--- config.mk ---
export PLATFORM = sky130hd
export DESIGN_NAME = fft_frame_serializer
export DESIGN_NICKNAME = d
export VERILOG_FILES = /design/src/rtl/fft_frame_serializer.sv
export SDC_FILE = /design/constraint.sdc
export NUM_CORES = 1
export LEC_CHECK = 0
export CAP_MARGIN = 20
export CORE_MARGIN = 4
export CORE_UTILIZATION = 40
export CTS_BUF_LIST = sky130_fd_sc_hd__clkbuf_4
export DETAILED_ROUTE_END_ITERATION = 10
export PLACE_DENSITY = 0.77
export SLEW_MARGIN = 40
export SYNTH_ARGS = -nofsm -noshare
export SYNTH_HDL_FRONTEND = slang
export SYNTH_SLANG_ARGS = --single-unit
--- constraint.sdc ---
create_clock -name clk -period 2.9 [get_ports clk]
set_input_delay 0.435 -clock clk [delete_from_list [all_inputs] [get_ports clk]]
set_output_delay 0.435 -clock clk [all_outputs]
set_load 0.1 [all_outputs]
--- src/rtl/fft_frame_serializer.sv ---
// fft_frame_serializer
// Takes one parallel frame of eight complex half-precision points from an FFT
// or IFFT core and replays it as eight serial beats on a valid/ready stream.
// Frames flagged invalid are dropped and counted with a saturating counter.
// The next frame can be accepted on the same edge as the last beat of the
// current frame, so frames can stream back to back without a gap.

module fft_frame_serializer #(
    parameter int N = 8,    // points per frame; the 3-bit index fixes this at 8
    parameter int W = 16    // sample word width (IEEE half-precision)
) (
    input  logic         clk,
    input  logic         rst,
    input  logic         fft_valid,
    output logic         fft_ready,
    input  logic         fftorifft,
    input  logic         invalid_input,
    input  logic [W-1:0] real_in [0:N-1],
    input  logic [W-1:0] imag_in [0:N-1],
    output logic         out_valid,
    input  logic         out_ready,
    output logic [W-1:0] out_real,
    output logic [W-1:0] out_imag,
    output logic [2:0]   out_index,
    output logic         out_last,
    output logic         out_mode,
    output logic [7:0]   drop_count
);

    typedef enum logic [0:0] {
        IDLE   = 1'b0,
        STREAM = 1'b1
    } state_t;

    state_t       state;
    state_t       state_next;
    logic [2:0]   idx;
    logic [2:0]   idx_next;

    // Captured frame; it changes only on an accepting edge, so input
    // wiggles outside that edge never reach the stream.
    logic [W-1:0] real_buf [0:N-1];
    logic [W-1:0] imag_buf [0:N-1];
    logic         mode_reg;

    logic         beat;
    logic         last_beat;
    logic         accept;
    logic         capture;
    logic         drop;

    // Handshake decode: a beat leaves whenever the sink is ready while
    // streaming. A new frame is taken in IDLE, or exactly when the final beat
    // leaves, which avoids an idle bubble between consecutive frames.
    always_comb begin
        beat      = (state == STREAM) && out_ready;
        last_beat = beat && (idx == 3'd7);
        fft_ready = (state == IDLE) || last_beat;
        accept    = fft_valid && fft_ready;
        capture   = accept && !invalid_input;
        drop      = accept && invalid_input;
    end

    // State and index register; reset abandons any frame in flight.
    always_ff @(posedge clk) begin
        if (rst) begin
            state <= IDLE;
            idx   <= 3'd0;
        end else begin
            state <= state_next;
            idx   <= idx_next;
        end
    end

    // Next-state logic: a captured frame always restarts at point 0, while an
    // invalid frame never leaves the block streaming.
    always_comb begin
        state_next = state;
        idx_next   = idx;
        unique case (state)
            IDLE: begin
                if (capture) begin
                    state_next = STREAM;
                    idx_next   = 3'd0;
                end
            end
            STREAM: begin
                if (beat) begin
                    idx_next = idx + 3'd1;
                end
                if (last_beat) begin
                    state_next = capture ? STREAM : IDLE;
                end
                if (capture) begin
                    idx_next = 3'd0;
                end
            end
            default: begin
                state_next = IDLE;
                idx_next   = 3'd0;
            end
        endcase
    end

    // Output decode: while streaming, present the buffered point at idx;
    // otherwise every stream output is held at zero.
    always_comb begin
        out_valid = 1'b0;
        out_real  = '0;
        out_imag  = '0;
        out_index = 3'd0;
        out_last  = 1'b0;
        out_mode  = 1'b0;
        if (state == STREAM) begin
            out_valid = 1'b1;
            out_real  = real_buf[idx];
            out_imag  = imag_buf[idx];
            out_index = idx;
            out_last  = (idx == 3'd7);
            out_mode  = mode_reg;
        end
    end

    // Frame buffer: words are copied bit-exact, only on a valid accept.
    always_ff @(posedge clk) begin
        if (rst) begin
            for (int i = 0; i < N; i++) begin
                real_buf[i] <= '0;
                imag_buf[i] <= '0;
            end
        end else if (capture) begin
            for (int i = 0; i < N; i++) begin
                real_buf[i] <= real_in[i];
                imag_buf[i] <= imag_in[i];
            end
        end
    end

    // Mode tag travels with the frame it was captured with.
    always_ff @(posedge clk) begin
        if (rst) begin
            mode_reg <= 1'b0;
        end else if (capture) begin
            mode_reg <= fftorifft;
        end
    end

    // Dropped-frame counter, saturating at 255 so it never wraps to look healthy.
    always_ff @(posedge clk) begin
        if (rst) begin
            drop_count <= 8'd0;
        end else if (drop && (drop_count != 8'hFF)) begin
            drop_count <= drop_count + 8'd1;
        end
    end

endmodule
==> summary.md <==
## Yosys
* **post-synthesis instance area** 12470 sq um
* **number of warnings issued by yosys** 0
* **asr flop ratio synth** 0%
* **area share of the largest cell type after synthesis** 61.66%
* **commonest register cell after synthesis** edfxtp_1
* **main area contributors after synthesis** edfxtp_1 62%, mux4_2 12%, and2_1 9.9%
* **flops & latches, synth** 272
* **post-synth top area cell** edfxtp_1
* **count of unique library cells instantiated by Yosys** 39
* **sequential-to-total area share from yosys stat** 64.22%
* **Syn Area/Cell** 16.05 sq um
* **count leader, synth** edfxtp_1
* **number of synthesized flops with an enable pin** 256
* **Mapped Cells** 777
* **synthesized net count** 1042
* **top post-synthesis cells by count** 256 x edfxtp_1, 198 x and2_1, 97 x nor2b_1, 64 x mux4_2, 34 x mux2i_1

## Timing
* **clock tree skew after final layout** 27.96 ps
* **least setup slack across all paths after layout** 123.3 ps
* **pin slew with the least headroom to its limit** 556.2 ps
* **Relative slew margins** 62.92%
* **final period demand of the worst path** 2777 ps
* **unrepaired setup endpoints after global routing** yes
* **number of hold violations in the final report** 0
* **part of the cycle the worst path needs** 95.75%
* **count of pins over their slew limit** 0
* **final setup fails** 0
* **Achievable Freq** 360.1 MHz

## Cells and area
* **post-layout util** 56.28%
* **number of filler instances in the final layout** 2393
* **share of cells above drive strength 1** 24.45%
* **growth of design area from synthesis to finish** 38.44%
* **registers with the highest flip-flop counts** imag_buf x128, real_buf x128, drop_count x8
* **NumNets Final** 1392
* **Non-Filler Instances** 1577

## Global route
* **number of antenna violations at the first check in global routing** 9
* **aggregate global routing overflow** 0
* **gr usage total** 17.55%
* **pin count of the biggest net entering global routing** 159
* **first-pass GRT wire length** 45420 um
* **via count of the first global-routing pass** 8211

## Status
* **result of the run** finished, final reports clean

## Setup path
* **endpoint kind of the worst setup timing path** primary output
* **highest cell delay on the worst timing path** 570 ps
* **worst-path maximum fanout** 12
* **cell with the largest stage delay on the worst path** mux4_2
* **Worst Path Class, Setup** register to primary output
* **critical-path cell list** buf_6 > mux4_2 > mux2i_1 > nor2b_2 > buf_12
* **required time of the critical path** 2470 ps
* **startpoint class of the critical path** register
* **arrival time of data at the critical path endpoint** 2340 ps

## Floorplanning
* **Core Rows** 64
* **I/O pin count** 309
* **chip height** 184.6 um
* **Initial Util** 40.65%
* **Chip Width** 184.6 um
* **area inside the core boundary** 30670 sq um
* **full die area** 34060 sq um

## Routing
* **DRC violations left** 0
* **Detailed Route WL** 30340 um
* **average wire per standard cell** 19.24 um
* **DRC marker count from the first detailed-route iteration** 401
* **number of vias in the routed layout** 7669
* **first drt pass iteration count** 6
* **average via count per standard cell** 4.863
* **residual antenna-violating net count after detailed routing** 0

## Placement
* **final weighted congestion in routability-driven placement** 0.8035
* **worst slack, placed** 449.5 ps
* **number of port buffers** 308
* **placed cell count** 1446
* **HPWL after detailed placement** 21110 um

## Run
* **max-cap viol count** 0

## Min path
* **Worst Hold Class** primary input to register

## CTS
* **clock-pin slew of the registers on the worst-case setup and hold paths** 70 ps
* **clock insertion delay at the later pin of the skew report** 650 ps
* **TritonCTS clock tree** done
* **Hold-fix buffers, CTS** 0
* **Clock Tree Buf Depth** 3
* **count of H-tree levels built during CTS** 3
* **Clock Sinks** 272
* **TritonCTS Buffers** 71
* **buffer type at the clock tree root** clkbuf_4

## Power and ir drop
* **static power due to leakage** 6.203 nW
* **largest voltage drop on the vdd net** 0.2787 mV
* **Cell Pwr Density** 533.4 nW/um^2

-- final cells by class --
cell class              instances  area (sq um)  share of cell area (%)
multi-input cells             450          4115                   23.84
inverters                       3         13.76                 0.07973
well taps                     396         495.5                   2.870
repair buffers                329          3662                   21.22
clock buffers                 101         758.2                   4.393
flip-flops and latches        272          8018                   46.45
clock inverters                19         181.4                   1.051
diodes                          7         17.52                  0.1015
-- per-stage QoR --
| step | total power, mW | hold WS, ps | setup TNS [ps] | instance area, sq um |
|---|---|---|---|---|
| 2_1_floorplan | 5.267 | 448.7 | 0 | 12560 |
| 3_3_place_gp | 5.800 | 468.2 | 0 | 16240 |
| 3_5_place_dp | 5.828 | 465.1 | 0 | 16240 |
| 4_1_cts | 9.367 | 276.8 | -13.97 | 17260 |
| 5_1_grt | 9.655 | 325.6 | -405.4 | 17260 |
| 6_report | 9.207 | 362.3 | 0 | 17260 |
-- cell families after synthesis --
logic type	after synthesis	synth area share, %
AO/OA/AOI/OAI	20	1.265
XOR/XNOR	2	0.1405
adder cells (fa/ha/maj)	3	0.3011
buffers and inverters	55	3.462
flip-flops	272	64.22
multiplexers	99	14.41
AND/OR/NAND/NOR	326	16.20
-- worst paths after layout --
kind                     to  depth (start not counted)     start  slack [ps]
max            out_real[12]                          5  register         120
min                register                          3       rst         360
max reg2reg  real_buf[0][0]                          6    idx[0]         670
min reg2reg        mode_reg                          2  mode_reg         480
-- per-layer routing --
| metal | global-route usage (%) | up-vias | routed length, um |
|---|---|---|---|
| li1 | - | 3606 | - |
| met1 | 21.41 | 3725 | 11750 |
| met2 | 29.59 | 267 | 15610 |
| met3 | 4.440 | 67 | 1934 |
| met4 | 7.838 | 4 | 1010 |
| met5 | 0 | - | 27 |
-- placed cells by master (no fill, tap or decap), types with 2 or more instances in the layout --
cell and instances:
ha_1 3, dfxtp_1 12, clkdlybuf4s50_1 260, buf_16 2, edfxtp_1 256, dfxtp_2 2
mux4_2 64, nand2b_1 3, nor2b_1 65, and2_1 198, diode_2 7, clkbuf_4 101
nor3_1 2, mux2i_1 33, nor2b_2 32, inv_1 2, nand2_1 6, nor2_1 6
buf_4 25, o21ai_0 3, bufinv_16 4, a21oi_1 10, buf_12 40, dfxtp_4 2
nand4_1 2, nand3_1 5, clkinv_1 12
-- timing repair --
action | CTS | global route
gates cloned | 1 | 0
gates resized for setup | 3 | 2
setup endpoints to repair | 29 | 25
setup buffers | 4 | 0
pin swaps | 0 | 0
-- report_power, final --
| group | internal [mW] | switching, mW | leakage [nW] |
|---|---|---|---|
| sequential | 4.57 | 0.0666 | 2.84 |
| combinational | 0.613 | 0.492 | 2.82 |
| clock | 1.95 | 1.51 | 0.548 |
-- worst max-delay path: cells and delay by family (launching register included) --
family,cells,cell delay (ps)
buffers and inverters,2,400
DFF,1,460
muxes,2,750
and+or+nand+nor,1,80
Power figures use the tool's default switching activity.
